File: src/rtl/reflector_stage.sv
// Enigma reflector stage: latches a reflector wiring table, validates it one
// entry per cycle, then reflects single ASCII characters through the table.
module reflector_stage #(
  parameter int NLET = 26
) (
  input  logic              clk,
  input  logic              reset_n,
  input  logic              set,
  input  logic [8*NLET-1:0] map_in,
  input  logic              in_valid,
  input  logic [7:0]        din,
  output logic [7:0]        dout,
  output logic              done,
  output logic              busy,
  output logic              map_err,
  output logic [7:0]        drop_cnt
);
  localparam int            KW     = $clog2(NLET);
  localparam logic [KW-1:0] K_LAST = KW'(NLET - 1);
  localparam logic [7:0]    CH_A   = 8'h41;
  localparam logic [7:0]    CH_Q   = 8'h3F;

  typedef enum logic [1:0] {
    IDLE   = 2'd0,
    CHECK  = 2'd1,
    LOOKUP = 2'd2,
    DONE   = 2'd3
  } state_t;

  state_t        r_state;
  state_t        w_next;
  logic          w_busy_next;
  logic [KW-1:0] r_k;
  logic [7:0]    r_table [NLET];
  logic [7:0]    r_din;
  logic [7:0]    r_result;
  logic [7:0]    r_dout;
  logic [7:0]    r_drop;
  logic          r_done;
  logic          r_busy;
  logic          r_err;
  logic [7:0]    w_ent;
  logic [7:0]    w_back;
  logic [7:0]    w_self;
  logic          w_fail;
  logic [7:0]    w_lut;
  logic [7:0]    w_result;

  function automatic logic is_letter(input logic [7:0] c);
    return (c >= CH_A) && (c <= (CH_A + 8'(NLET - 1)));
  endfunction

  function automatic logic [KW-1:0] letter_idx(input logic [7:0] c);
    logic [7:0] off;
    off = c - CH_A;
    return off[KW-1:0];
  endfunction

  // Table check for entry r_k: must be a letter, not a fixed point, and an involution.
  always_comb begin
    w_ent  = r_table[r_k];
    w_self = CH_A + 8'(r_k);
    w_back = 8'h00;
    if (is_letter(w_ent)) begin
      w_back = r_table[letter_idx(w_ent)];
    end else begin
      w_back = 8'h00;
    end
    w_fail = !is_letter(w_ent) || (w_ent == w_self) || (w_back != w_self);
  end

  // Reflection result; a letter that maps to a non-letter (e.g. unloaded table) yields '?'.
  always_comb begin
    w_lut    = 8'h00;
    w_result = r_din;
    if (is_letter(r_din)) begin
      w_lut = r_table[letter_idx(r_din)];
    end else begin
      w_lut = 8'h00;
    end
    if (!is_letter(r_din)) begin
      w_result = r_din;
    end else if (r_err || !is_letter(w_lut)) begin
      w_result = CH_Q;
    end else begin
      w_result = w_lut;
    end
  end

  // Next-state logic; set from any state restarts the table check.
  always_comb begin
    w_next = r_state;
    case (r_state)
      IDLE: begin
        if (set) begin
          w_next = CHECK;
        end else if (in_valid) begin
          w_next = LOOKUP;
        end else begin
          w_next = IDLE;
        end
      end
      CHECK: begin
        if (set) begin
          w_next = CHECK;
        end else if (r_k == K_LAST) begin
          w_next = IDLE;
        end else begin
          w_next = CHECK;
        end
      end
      LOOKUP:  w_next = set ? CHECK : DONE;
      DONE:    w_next = set ? CHECK : IDLE;
      default: w_next = IDLE;
    endcase
    w_busy_next = (w_next != IDLE);
  end

  // State register.
  always_ff @(posedge clk or negedge reset_n) begin
    if (!reset_n) begin
      r_state <= IDLE;
    end else begin
      r_state <= w_next;
    end
  end

  // Datapath: table, check index, latched character/result and registered outputs.
  always_ff @(posedge clk or negedge reset_n) begin
    if (!reset_n) begin
      for (int i = 0; i < NLET; i++) begin
        r_table[i] <= 8'h00;
      end
      r_k      <= '0;
      r_err    <= 1'b0;
      r_din    <= 8'h00;
      r_result <= 8'h00;
      r_done   <= 1'b0;
      r_dout   <= 8'h00;
      r_busy   <= 1'b0;
      r_drop   <= 8'h00;
    end else begin
      r_busy <= w_busy_next;
      r_done <= (r_state == DONE) && !set;
      r_dout <= ((r_state == DONE) && !set) ? r_result : 8'h00;
      if (set) begin
        for (int i = 0; i < NLET; i++) begin
          r_table[i] <= map_in[8*NLET-1-8*i -: 8];
        end
        r_k   <= '0;
        r_err <= 1'b0;
      end else begin
        case (r_state)
          IDLE: begin
            if (in_valid) begin
              r_din <= din;
            end
          end
          CHECK: begin
            r_err <= r_err | w_fail;
            r_k   <= (r_k == K_LAST) ? '0 : r_k + KW'(1);
          end
          LOOKUP:  r_result <= w_result;
          DONE:    r_k <= '0;
          default: r_k <= '0;
        endcase
      end
      // A character arriving while busy, or alongside set, is dropped.
      if (in_valid && ((r_state != IDLE) || set) && (r_drop != 8'hFF)) begin
        r_drop <= r_drop + 8'd1;
      end
    end
  end

  assign dout     = r_dout;
  assign done     = r_done;
  assign busy     = r_busy;
  assign map_err  = r_err;
  assign drop_cnt = r_drop;

endmodule

File: config.mk
export PLATFORM = sky130hd
export DESIGN_NAME = reflector_stage
export DESIGN_NICKNAME = d
export VERILOG_FILES = /design/src/rtl/reflector_stage.sv
export SDC_FILE = /design/constraint.sdc
export NUM_CORES = 1
export LEC_CHECK = 0
export ABC_CLOCK_PERIOD_IN_PS = 4540
export CAP_MARGIN = 15
export CORE_MARGIN = 4
export CORE_UTILIZATION = 55
export DETAILED_ROUTE_END_ITERATION = 8
export DONT_BUFFER_PORTS = 1
export PLACE_DENSITY_LB_ADDON = 0.1
export SLEW_MARGIN = 0
export SYNTH_ARGS = -nofsm -noshare
export SYNTH_HDL_FRONTEND = slang
export SYNTH_SLANG_ARGS = --single-unit
export TNS_END_PERCENT = 30
File: constraint.sdc
create_clock -name clk -period 4.54 [get_ports clk]
set_clock_uncertainty 0.15 [all_clocks]
set_input_delay 1.362 -clock clk [delete_from_list [all_inputs] [get_ports clk]]
set_output_delay 1.362 -clock clk [all_outputs]
set_load 0.02 [all_outputs]
======== Word-level counts from Yosys, hierarchy flattened ========
Index checks and enable logic that the tools add are counted.
operators by class
  $add $sub $neg .......................... 5
  magnitude comparators ................... 9
  equality and inequality tests ........... 7
  mux-type cells .......................... 26
  bitwise operators ....................... 5
  reductions and logical operators ........ 20
operator list
  cell                                                             count
  binary-select mux 8 bit (select 5 bit)                           3
  2-to-1 mux 8 bit                                                 11
  >= comparator 8 x 7 -> 1 bit (second input constant)             3
  less-or-equal comparator 8 x 7 -> 1 bit (second input constant)  3
  >= comparator 6 bit (second input constant)                      3
  inverter 5 -> 6 bit                                              3
  2-to-1 mux 5 bit                                                 2
  one-hot mux 5 bit (2 select lines)                               1
  subtractor 5 x 1 -> 5 bit (second input constant)                2
  adder 7 x 5 -> 8 bit (first input constant)                      1
  adder 8 x 1 -> 8 bit (second input constant)                     1
  == test 8 bit                                                    1
  inequality test 8 bit                                            1
  inequality test 8 bit (second input constant)                    1
  one-hot mux 2 bit (4 select lines)                               1
  logical AND 1 bit                                                6
  2-to-1 mux 2 bit                                                 3
  nonzero test 2 bit                                               3
  adder 5 x 1 -> 5 bit (second input constant)                     1
  == test 5 bit (second input constant)                            1
  2-to-1 mux 1 bit                                                 5
  == test 2 bit (second input constant)                            2
  logical OR 1 bit                                                 4
  logical NOT 1 bit                                                3
  7 further kinds                                                  7
word-level totals
  register bits after elaboration ......... 250
  bits of input ports ..................... 220
  output and inout port bits .............. 19
  logic and storage cells ................. 107

======== Logic depth before layout (Yosys ltp) ========
  depth in word-level cells ............... 15
  depth in mapped cells ................... 19
  mapped depth without buffers ............ 15

======== Worst setup path before layout ========
No wires, ideal clock.
  path type ............................... flip-flop to flip-flop
  start point ............................. register r_k[2]
  end point ............................... register r_err (netlist: map_err)
  library setup time ...................... 0.124 ns
  arrival time ............................ 4.571 ns
  data required time ...................... 4.266 ns
  slack ................................... -0.305 ns
  cell stages (with the launch flop) ...... 17
  buffers on the path ..................... 5
  clock period less this slack ............ 4.845 ns
  path through ............................ dfrtp_1 > buf_6 > mux4_2 > and2_1 > o21a_1 > nor3_4 > clkbuf_1 > ha_1 > clkbuf_1 > clkinv_1 > clkbuf_1 > clkbuf_1 > mux4_2 > mux4_2 > o31ai_1 > nand4_1 > o31a_1
on the way
  word-level cells in the longest chain between the ends .. 15
  elaborated cells on any way between the ends .. 22
  those cells by class .................... 2 x add/sub; 2 x order compare; 2 x eq/ne; 9 x mux; 3 x bitwise; 4 x reduce/logical
RTL lines
  what                                                 RTL line  text
  start: declaration                                   33        logic [KW-1:0] r_k;
  start signal: assignment                             161       r_k <= (r_k == K_LAST) ? '0 : r_k + KW'(1);
  inverter 5 -> 6 bit (implied by the code)            61        w_ent = r_table[r_k];
  binary-select mux 8 bit (select 5 bit)               61
  2-to-1 mux 8 bit (implied by the code) (2 in a row)  61
  subtractor 5 x 1 -> 5 bit                            55        off = c - CH_A;
  inverter 5 -> 6 bit (implied by the code)            65        w_back = r_table[letter_idx(w_ent)];
  binary-select mux 8 bit (select 5 bit)               65
  2-to-1 mux 8 bit (implied by the code) (2 in a row)  65
  2-to-1 mux 8 bit                                     64        if (is_letter(w_ent)) begin
  inequality test 8 bit                                69        w_fail = !is_letter(w_ent) || (w_ent == w_self) || (w_back != w_self);
  logical OR 1 bit (*)                                 69
  OR 1 bit (*)                                         160       r_err <= r_err | w_fail;
  2-to-1 mux 1 bit (*)                                 153       case (r_state)
  2-to-1 mux 1 bit (*)                                 146       if (set) begin
  end signal: assignment                               160
  end: declaration                                     41        logic r_err;
Mark *: on every way between the ends. The rest lies on a longest branch, timed or not. The select of a mux whose other input is x is not followed.
A chain may end at the register's enable or synchronous reset.

======== Worst setup path after layout ========
Ends and elaborated chain as after synthesis.

==> impl_metrics.ini <==
[run_status]
status = completed

[global_routing]
global_route.overflow_total = 0
gr-usage-all-layers_pct = 27.1
antenna_found_initial = 9
number_of_global_route_vias_before_repair = 10309
grt_max_degree = 251
grt_first_pass_wirelength_um = 61700

[floorplan]
std_cell_rows = 59
die_height_um = 172
floorplan.die_area_um2 = 29600
core_area_um2 = 26300
pin_count = 239
floorplan.initialDensity_pct = 56.4
die_w_um = 172

[timing]
totalNegativeSetupSlack_ns = 0
pin_slew_with_the_least_headroom_to_its_limit_ns = 0.950
report.final.hold_viol_count = 0
slew_headroom_pct = 36.5
fin_crit_sh_pct = 96.1
report.final.slew_viol_count = 0
finalSetupViolCount = 0
clock.fmax_mhz = 229
crit_path_time_final_ns = 4.36

[detailed_routing]
route.detailed.drc = 0
routed-via-count = 10225
antenna_violating_nets_post_route = 0
dr.first_iter.drc_count = 954
dr.pass1.iters = 6
routed_wl_um = 40600
avgViaCountPerCell = 6.76
avgRoutedWirePerCell_um = 26.9

[cells_and_area]
most-common-layout-cells = sky130_fd_sc_hd__dfrtp_1 (246), sky130_fd_sc_hd__mux2_2 (229), sky130_fd_sc_hd__mux4_2 (116), sky130_fd_sc_hd__buf_4 (63), sky130_fd_sc_hd__nand2_1 (59)
layout.nets = 1386
finalCoreUtilization_pct = 62.7
fraction_of_final_layout_cells_sized_beyond_drive_strength_1_pct = 41.1
stdcell_count = 1513
final_common_cell = sky130_fd_sc_hd__dfrtp_1
syn_to_final_growth_pct = 11.3

[critical_path]
timing.setup.critical_path_class = reg -> reg
critPathCapture = map_err
category_of_the_worst_setup_path_capture_point = flop
critPathRequiredTime_ns = 4.82
timing.rr.start = r_k[2]
worst_setup_path_start_kind = flop
cp.arrival_ns = 4.64
r2r_setup_slack_ns = 0.18
worstPathMaxFanout = 7
r2r_cells = 16
worstReg2RegEnd = map_err
startpoint = r_k[2]

[placement]
post_dp_hpwl_um = 29600
place.port_buffers = 0
placed_cells_incl_taps = 1462
gp_congestion = 0.990

[clock_network]
cts_made_buffers = 27
cts_hold_repair.buffers = 0
cts-htree-levels = 1
tritoncts = done
cts_buffer_depth = 3
cts.root.buffer_cell = sky130_fd_sc_hd__clkbuf_16
cts.sinks = 250
clk_latency_ns = 0.55
worst_path_clk_slew_ns = 0.06

[pwr]
pwr_density_cell_nw_per_um2 = 447
leakagePower_uw = 0.00653
power_uw = 7370
vdd_ir_drop_max_mv = 0.328

[yosys]
synth_cell_types = 76
yosys_most_used_dff = sky130_fd_sc_hd__dfrtp_1
syn_avg_cell_area_um2 = 13.0
post_synth_inst_count = 1136
yosys_warnings = 0
ys_async_sr_fraction_pct = 100
ys_seq_area_share_pct = 42.2
synth_fp_nets = 1365
synth_edf_count = 0
postSynthRegisterBits = 250
syn_area_um2 = 14800

[min_path]
timing.hold.worst.class = reg -> reg

[flow_run]
max-cap-violations = 0
-- power by group --
part,internal [uW],switching (uW),leakage [uW]
clock,1430,908,0.000447
sequential,2450,305,0.00298
combinational,1200,1070,0.00311
total,5080,2280,0.00653
-- cells in the mapped netlist (3+ instances only) --
cell	number	area [um^2]
sky130_fd_sc_hd__nor3_1	19	95.1
sky130_fd_sc_hd__buf_6	5	56.3
sky130_fd_sc_hd__and2_1	17	106
sky130_fd_sc_hd__o211ai_1	12	90.1
sky130_fd_sc_hd__nand2b_1	27	169
sky130_fd_sc_hd__o21a_1	4	30.0
sky130_fd_sc_hd__xnor2_1	17	149
sky130_fd_sc_hd__or3_1	4	25.0
sky130_fd_sc_hd__nand3_1	14	70.1
sky130_fd_sc_hd__and3_1	4	25.0
sky130_fd_sc_hd__o21bai_1	3	22.5
sky130_fd_sc_hd__a2111oi_0	4	35.0
sky130_fd_sc_hd__a21o_1	3	22.5
sky130_fd_sc_hd__clkbuf_1	52	195
sky130_fd_sc_hd__mux4_2	116	2610
sky130_fd_sc_hd__xor2_1	8	70.1
sky130_fd_sc_hd__a21oi_1	23	115
sky130_fd_sc_hd__mux2_2	229	2580
sky130_fd_sc_hd__a32oi_1	4	35.0
sky130_fd_sc_hd__o31ai_1	3	22.5
sky130_fd_sc_hd__mux2i_1	39	390
sky130_fd_sc_hd__inv_1	12	45.0
sky130_fd_sc_hd__o31a_1	3	26.3
sky130_fd_sc_hd__and4_1	3	26.3
sky130_fd_sc_hd__nand4_1	12	75.1
sky130_fd_sc_hd__nor2_1	40	150
sky130_fd_sc_hd__o21ai_1	3	15.0
sky130_fd_sc_hd__nor3b_1	8	60.1
sky130_fd_sc_hd__a211oi_1	6	45.0
sky130_fd_sc_hd__o22ai_1	4	25.0
sky130_fd_sc_hd__a311oi_1	4	35.0
sky130_fd_sc_hd__nand2_1	59	221
sky130_fd_sc_hd__buf_1	5	18.8
sky130_fd_sc_hd__buf_2	11	55.1
sky130_fd_sc_hd__buf_4	3	22.5
sky130_fd_sc_hd__a31oi_1	14	87.6
sky130_fd_sc_hd__nor4_1	4	25.0
sky130_fd_sc_hd__dfrtp_1	250	6260
sky130_fd_sc_hd__ha_1	9	113
sky130_fd_sc_hd__clkinv_1	3	11.3
sky130_fd_sc_hd__o21ai_0	30	150
-- critical path, cell delays in order, from the launching register on --
cell and delay, ns:
sky130_fd_sc_hd__dfrtp_2 0.49, sky130_fd_sc_hd__mux4_2 0.51, sky130_fd_sc_hd__and2_1 0.18, sky130_fd_sc_hd__o21a_2 0.28, sky130_fd_sc_hd__nor3_4 0.21, sky130_fd_sc_hd__ha_1 0.28
sky130_fd_sc_hd__clkinv_1 0.13, sky130_fd_sc_hd__nand2_1 0.08, sky130_fd_sc_hd__a2111oi_2 0.34, sky130_fd_sc_hd__o211ai_1 0.15, sky130_fd_sc_hd__a211o_1 0.32, sky130_fd_sc_hd__o311ai_1 0.12
sky130_fd_sc_hd__nand4_1 0.16, sky130_fd_sc_hd__nor4b_2 0.28, sky130_fd_sc_hd__a311oi_2 0.11, sky130_fd_sc_hd__buf_4 0.17, sky130_fd_sc_hd__o31a_1 0.28
-- per-layer routing --
layer	global-route usage, %	wire length, um	vias up
li1	-	-	4423
met1	39.5	17400	5181
met2	39.4	17800	512
met3	8.60	4000	95
met4	7.86	1340	14
met5	0	85	-
-- worst min-delay path by stage --
| stage | from | to | slack [ns] | cells after the start |
|---|---|---|---|---|
| floorplan | r_result[7] | dout[7] | 0.30 | 1 |
| global placement | r_result[6] | dout[6] | 0.32 | 1 |
| detailed placement | r_result[7] | dout[7] | 0.32 | 1 |
| CTS | r_result[7] | dout[7] | 0.33 | 1 |
| global route | reset_n | r_table[19] | 0.35 | 0 |
| finish | r_result[7] | dout[7] | 0.33 | 1 |
-- registers in the layout (all words and copies together) (netlist names) --
signal	count
map_err	1
r_din	8
drop_cnt	8
dout	8
r_state	2
r_table	208
r_k	5
r_result	8
done	1
busy	1
-- per-stage QoR --
step                area [um^2]  worst slack (ns)  hold WS (ns)
detailed placement        15500            0.0236         0.317
global route              16500           -0.0180         0.355
global placement          15500           -0.0237         0.317
CTS                       16400           0.00917         0.334
finish                    16500             0.179         0.333
floorplan                 14800            0.0897         0.299
-- repair_timing --
action	in CTS	in global routing
resized for setup	1	18
gates cloned	0	0
buffers inserted	0	1
setup endpoints to repair	1	1
-- kinds of logic (layout without fill, tap and decap cells) --
group           count (synthesis)  after routing  share of synthesized area, %
compound gates                150            150                          7.10
xor+xnor                       25             25                          1.48
fa+ha+maj                       9              9                         0.760
buf+inv                        93            133                          2.78
flops                         250            250                          42.2
mux                           384            384                          37.7
other cells                     0              2                             0
simple gates                  225            225                          7.99
-- area by class of cell --
cell class,count,area (um^2)
Clock buffer,38,747
Antenna cell,2,5.00
Timing Repair Buffer,68,573
Inverter,17,63.8
Multi-Input combinational cell,793,8230
Fill cell,2046,9790
Clock inverter,10,191
Tap cell,335,419
Sequential cell,250,6260
No activity file was read; power rests on OpenSTA's default activity.
